<file path="src/rtl/ss_disp_sched.sv">
// ss_disp_sched: time-share scheduler for the four-digit seven-segment display.
// Three sources (src0 temperature, src1 error code, src2 alert) compete for the
// display with fixed priority src2 > src1 > src0. A grant is held for at least
// HOLD_CYCLES cycles. The display can optionally blink while a source is granted.
// BCD words containing a nibble greater than 9 are flagged on bcd_err.
//
// Ports:
//   clk, rst          clock, synchronous active-high reset
//   req[2:0]          per-source request, held while the source wants the display
//   blink[2:0]        blink the display while that source is granted (sampled live)
//   data0..data2      per-source BCD words, digit3..digit0 = [15:12]..[3:0]
//   gnt[2:0]          one-hot grant, zero when idle
//   done[2:0]         one-cycle pulse for the source that just lost its grant
//   bcd_out[15:0]     BCD word to the display datapath
//   disp_en           display enable (low while idle or in the blink off phase)
//   bcd_err           bcd_out holds a nibble greater than 9
module ss_disp_sched #(
  parameter int HOLD_CYCLES = 50_000_000,
  parameter int BLINK_HALF  = 12_500_000
) (
  input  logic        clk,
  input  logic        rst,
  input  logic [2:0]  req,
  input  logic [2:0]  blink,
  input  logic [15:0] data0,
  input  logic [15:0] data1,
  input  logic [15:0] data2,
  output logic [2:0]  gnt,
  output logic [2:0]  done,
  output logic [15:0] bcd_out,
  output logic        disp_en,
  output logic        bcd_err
);
  localparam int DW = (HOLD_CYCLES > 1) ? $clog2(HOLD_CYCLES) : 1;
  localparam int BW = (BLINK_HALF > 1) ? $clog2(BLINK_HALF) : 1;
  localparam logic [DW-1:0] HOLD_M1 = DW'(HOLD_CYCLES - 1);
  localparam logic [BW-1:0] BH_M1   = BW'(BLINK_HALF - 1);

  typedef enum logic {IDLE, SHOW} state_e;

  state_e         state_q, state_d;
  logic [2:0]     gnt_q, gnt_d, done_q, done_d;
  logic [15:0]    bcd_q, bcd_d;
  logic           en_q, en_d, err_q, err_d;
  logic [DW-1:0]  dwell_q, dwell_d;
  logic [BW-1:0]  bcnt_q, bcnt_d;
  logic           off_q, off_d;   // blink phase: 1 = off

  logic [2:0][15:0] src_data;
  logic [2:0]       top_req;
  logic             own_req, blink_on, start, keep;

  assign src_data = {data2, data1, data0};
  assign top_req  = req[2] ? 3'b100 : req[1] ? 3'b010 : req[0] ? 3'b001 : 3'b000;
  assign own_req  = |(req & gnt_q);
  assign blink_on = |(blink & gnt_q);

  function automatic logic [15:0] sel_word(input logic [2:0] oh,
                                           input logic [2:0][15:0] d);
    sel_word = '0;
    for (int i = 0; i < 3; i++)
      if (oh[i]) sel_word = sel_word | d[i];
  endfunction

  always_comb begin
    state_d = state_q;
    gnt_d   = gnt_q;
    done_d  = '0;
    bcd_d   = bcd_q;
    en_d    = en_q;
    dwell_d = dwell_q;
    bcnt_d  = bcnt_q;
    off_d   = off_q;
    start   = 1'b0;
    keep    = 1'b0;

    case (state_q)
      IDLE: start = |req;
      SHOW: begin
        if (dwell_q != '0) begin
          dwell_d = dwell_q - DW'(1);
          keep    = 1'b1;
        end else if (top_req == gnt_q) begin
          // granted source is still the highest requester: hold
          keep = 1'b1;
        end else begin
          // arbitration point with a winner change or no requester left
          done_d = gnt_q;
          start  = |req;
          if (!(|req)) begin
            state_d = IDLE;
            gnt_d   = '0;
            en_d    = 1'b0;
            bcd_d   = '0;
            bcnt_d  = '0;
            off_d   = 1'b0;
          end
        end
      end
      default: ;
    endcase

    if (start) begin
      state_d = SHOW;
      gnt_d   = top_req;
      dwell_d = HOLD_M1;
      bcnt_d  = '0;
      off_d   = 1'b0;
      en_d    = 1'b1;
      bcd_d   = sel_word(top_req, src_data);
    end else if (keep) begin
      // a dropped request freezes the displayed word until release
      if (own_req) bcd_d = sel_word(gnt_q, src_data);
      if (blink_on) begin
        if (bcnt_q == BH_M1) begin
          bcnt_d = '0;
          off_d  = ~off_q;
        end else begin
          bcnt_d = bcnt_q + BW'(1);
        end
      end else begin
        bcnt_d = '0;
        off_d  = 1'b0;
      end
      en_d = ~off_d;
    end

    err_d = 1'b0;
    for (int n = 0; n < 4; n++)
      if (bcd_d[n*4 +: 4] > 4'd9) err_d = 1'b1;
  end

  always_ff @(posedge clk) begin
    if (rst) begin
      state_q <= IDLE;
      gnt_q   <= '0;
      done_q  <= '0;
      bcd_q   <= '0;
      en_q    <= 1'b0;
      err_q   <= 1'b0;
      dwell_q <= '0;
      bcnt_q  <= '0;
      off_q   <= 1'b0;
    end else begin
      state_q <= state_d;
      gnt_q   <= gnt_d;
      done_q  <= done_d;
      bcd_q   <= bcd_d;
      en_q    <= en_d;
      err_q   <= err_d;
      dwell_q <= dwell_d;
      bcnt_q  <= bcnt_d;
      off_q   <= off_d;
    end
  end

  assign gnt     = gnt_q;
  assign done    = done_q;
  assign bcd_out = bcd_q;
  assign disp_en = en_q;
  assign bcd_err = err_q;
endmodule

</file>
<file path="config.mk">
export PLATFORM = sky130hd
export DESIGN_NAME = ss_disp_sched
export DESIGN_NICKNAME = d
export VERILOG_FILES = /design/src/rtl/ss_disp_sched.sv
export SDC_FILE = /design/constraint.sdc
export NUM_CORES = 1
export LEC_CHECK = 0
export CAP_MARGIN = 20
export CORE_ASPECT_RATIO = 0.5
export CORE_MARGIN = 4
export CORE_UTILIZATION = 56
export DETAILED_ROUTE_END_ITERATION = 10
export GPL_TIMING_DRIVEN = 1
export PLACE_DENSITY = 0.83
export SYNTH_ARGS = -nofsm -noshare
export SYNTH_HDL_FRONTEND = slang
export SYNTH_SLANG_ARGS = --single-unit
</file>
<file path="constraint.sdc">
create_clock -name clk -period 7.7 [get_ports clk]
set_input_delay 1.54 -clock clk [delete_from_list [all_inputs] [get_ports clk]]
set_output_delay 1.54 -clock clk [all_outputs]
set_load 0.05 [all_outputs]
</file>
==> summary.txt <==
Outcome
  – Status: completed

Final layout
  – ANT cells: 0
  – NumNets Final: 632
  – Layout cells sized above 1: 5.37%
  – Fin cells: 669
  – Synthesis-to-finish area growth: 26.8%
  – Filler cells: 511

Worst setup path
  – Worst-path maximum fanout: 24
  – Startpoint type of the worst setup path: primary input
  – Critical path class: primary input to flop
  – Crit. End Element: flop
  – Critical path required time: 7.97 ns
  – Crit path DAT: 5.24 ns

STA
  – RSZ-0062 raised after global routing: no
  – Hold Vio Cnt, Final: 0
  – Setup TNS: 0 ns
  – Slew HR: 36.4%
  – Final setup viols: 0
  – Worst-Margin Slew: 0.953 ns
  – Fin. max-slew vios: 0
  – Final hold slack: 0.493 ns
  – Clock Skews: 0.00684 ns
  – Part of the cycle the worst path needs: 64.6%
  – Final min period: 4.97 ns
  – Final worst slack: 2.73 ns
  – Fmax: 201 MHz

Route
  – Vias post-DR: 4303
  – Wire per inst: 18.0 um
  – Total Wirelength: 12000 um
  – Post-route ant nets: 0
  – Routed vias/inst: 6.43
  – TritonRoute pass-1 iters: 7
  – DRC violations left: 0
  – Iter 0 DRT Violations: 446

Synthesis
  – Sequential fraction of the synthesis area: 36.4%
  – Post-synthesis register bit count: 76
  – Count leader, synth: nor2_1
  – Avg Cell Area, Syn: 8.21 um^2
  – Post-Syn Nets: 569
  – Number of synthesized flops with an enable pin: 0
  – Ys flop type: dfxtp_1
  – Post-synthesis cell count: 509
  – Commonest cells post-synth: 88 x nor2_1, 76 x dfxtp_1, 38 x a221oi_1, 30 x clkbuf_1, 29 x a21oi_1
  – Yosys top cell area share: 36.4%
  – Ys async rst share: 0%
  – Distinct cells, synth: 56
  – Synth area leader: dfxtp_1
  – Cell area after synthesis: 4180 um^2
  – Yosys warnings: 0
  – Synth top area cells: dfxtp_1 36%, a221oi_1 8.0%, nor2_1 7.9%

Place
  – Dpl ws: 2.36 ns
  – Placer Congestion: 0.919
  – Inst Count DP: 652
  – DP HPWL: 8010 um
  – Port buffer count: 79

CTS
  – Resized Gates After CTS: 0
  – Root buffer cell: clkbuf_16
  – # hold bufs at CTS: 0
  – Inserted Clock Buffers: 9
  – Register clock-pin slew on the reported worst setup and hold paths: 0.05 ns
  – H-tree depth: 3
  – CTS tree: done
  – Clk_lat worst skew: 0.34 ns
  – CTS max path bufs: 2
  – Post-CTS Repair Setup Buffers: 0
  – TritonCTS Sinks: 76

Pwr
  – Clock power share: 40.1%
  – Net Switching: 303 uW
  – Reg power frac: 40.7%
  – Maximum vdd drop: 0.189 mV
  – Combinational Power Share: 19.2%
  – Lkg Pwr: 0.00186 uW
  – Power Density: 202 nW/um^2
  – Pint: 768 uW
  – Switching share of power: 28.3%

Flow run
  – Max-Cap Viols: 0

Floorplan
  – DIE AREA: 9000 um^2
  – Core box area: 6960 um^2
  – Chip width: 130 um
  – Die height: 69.1 um
  – I/O pin count: 80
  – Starting density of the core: 60.0%
  – # rows: 21

GRT
  – Grt total ovfl: 0
  – Largest net degree at the start of global routing: 42
  – Initial antenna violation count: 0
  – First-pass GRT wire length: 19000 um
  – Vias in the first global route: 3812
  – Total track usage: 25.9%

Worst hold path
  – Hold Path Class: flop to flop
[cells in the final DEF, fill, tap and decap left out, types with 12 or more instances in the layout]
cell and n:
xor2_1 15, clkdlybuf4s50_1 79, xnor2_1 13, a21oi_1 29, o21ai_0 12, nor3_1 17
a222oi_1 17, inv_1 16, dfxtp_1 76, nor2_1 88, a221oi_1 37, a211oi_1 12
nand2_1 23, nand3_1 16
[per-stage QoR]
step / util [%] / cell area [um^2] / total power [uW]
after floorplan: - / 4180 / 568
after global placement: 71.5 / 4980 / 641
after detailed placement: 71.7 / 4990 / 645
after CTS: 76.0 / 5300 / 1070
after global routing: 76.2 / 5300 / 1110
final: 76.2 / 5300 / 1070
[logic make-up (layout without fill, tap and decap cells)]
logic type	count (synthesis)	after routing	synth area share (%)
simple gates	206	206	24.8
compound gates	142	142	26.1
flops	76	76	36.4
buf+inv	52	120	5.39
xor+xnor	28	28	5.87
fa+ha+maj	4	4	1.20
mux	1	1	0.239
[worst max-delay path: stages]
cell             delay [ns]
clkdlybuf4s50_1        0.88
or2_2                  0.54
o221ai_1               0.26
a211o_1                0.62
a21oi_1                0.29
a211o_1                0.60
or2_1                  0.36
a21oi_1                0.14
[layer usage]
metal	up-vias	wire, um	global-route usage, %
li1	2069	-	-
met4	0	121	5.99
met3	13	1230	7.41
met2	190	5350	39.6
met1	2031	5340	36.1
met5	-	0	0
[registers in the layout (all words and copies together), names as in the netlist]
name / flops
dwell_q: 26
bcnt_q: 24
bcd_err: 1
done: 3
disp_en: 1
off_q: 1
state_q: 1
bcd_out: 16
gnt: 3
[power by group through the flow]
stage / clock, uW / combinational, uW / sequential [uW]
6_report: 430 / 206 / 436
5_1_grt: 453 / 222 / 438
4_1_cts: 433 / 204 / 435
3_5_place_dp: 0 / 202 / 443
3_3_place_gp: 0 / 198 / 443
2_1_floorplan: 0 / 103 / 466
[path summary, 6_finish.rpt]
path                from          to  slack [ns]  cells after the start
max               req[1]  bcnt_q[13]        2.73                      8
max reg2reg  dwell_q[14]     bcd_err        4.19                      7
min                off_q       off_q        0.49                      2
min reg2reg        off_q       off_q        0.49                      2
[final cells by class]
class	count	area (um^2)	share of cell area (%)
Inverter	16	60.1	1.13
Multi-Input combinational cell	381	2440	46.0
Clock inverter	4	47.5	0.897
Timing Repair Buffer	88	862	16.3
Tap cell	92	115	2.17
Sequential cell	76	1520	28.7
Clock buffer	12	256	4.84
Note: power is estimated with default switching activity, not from simulation.
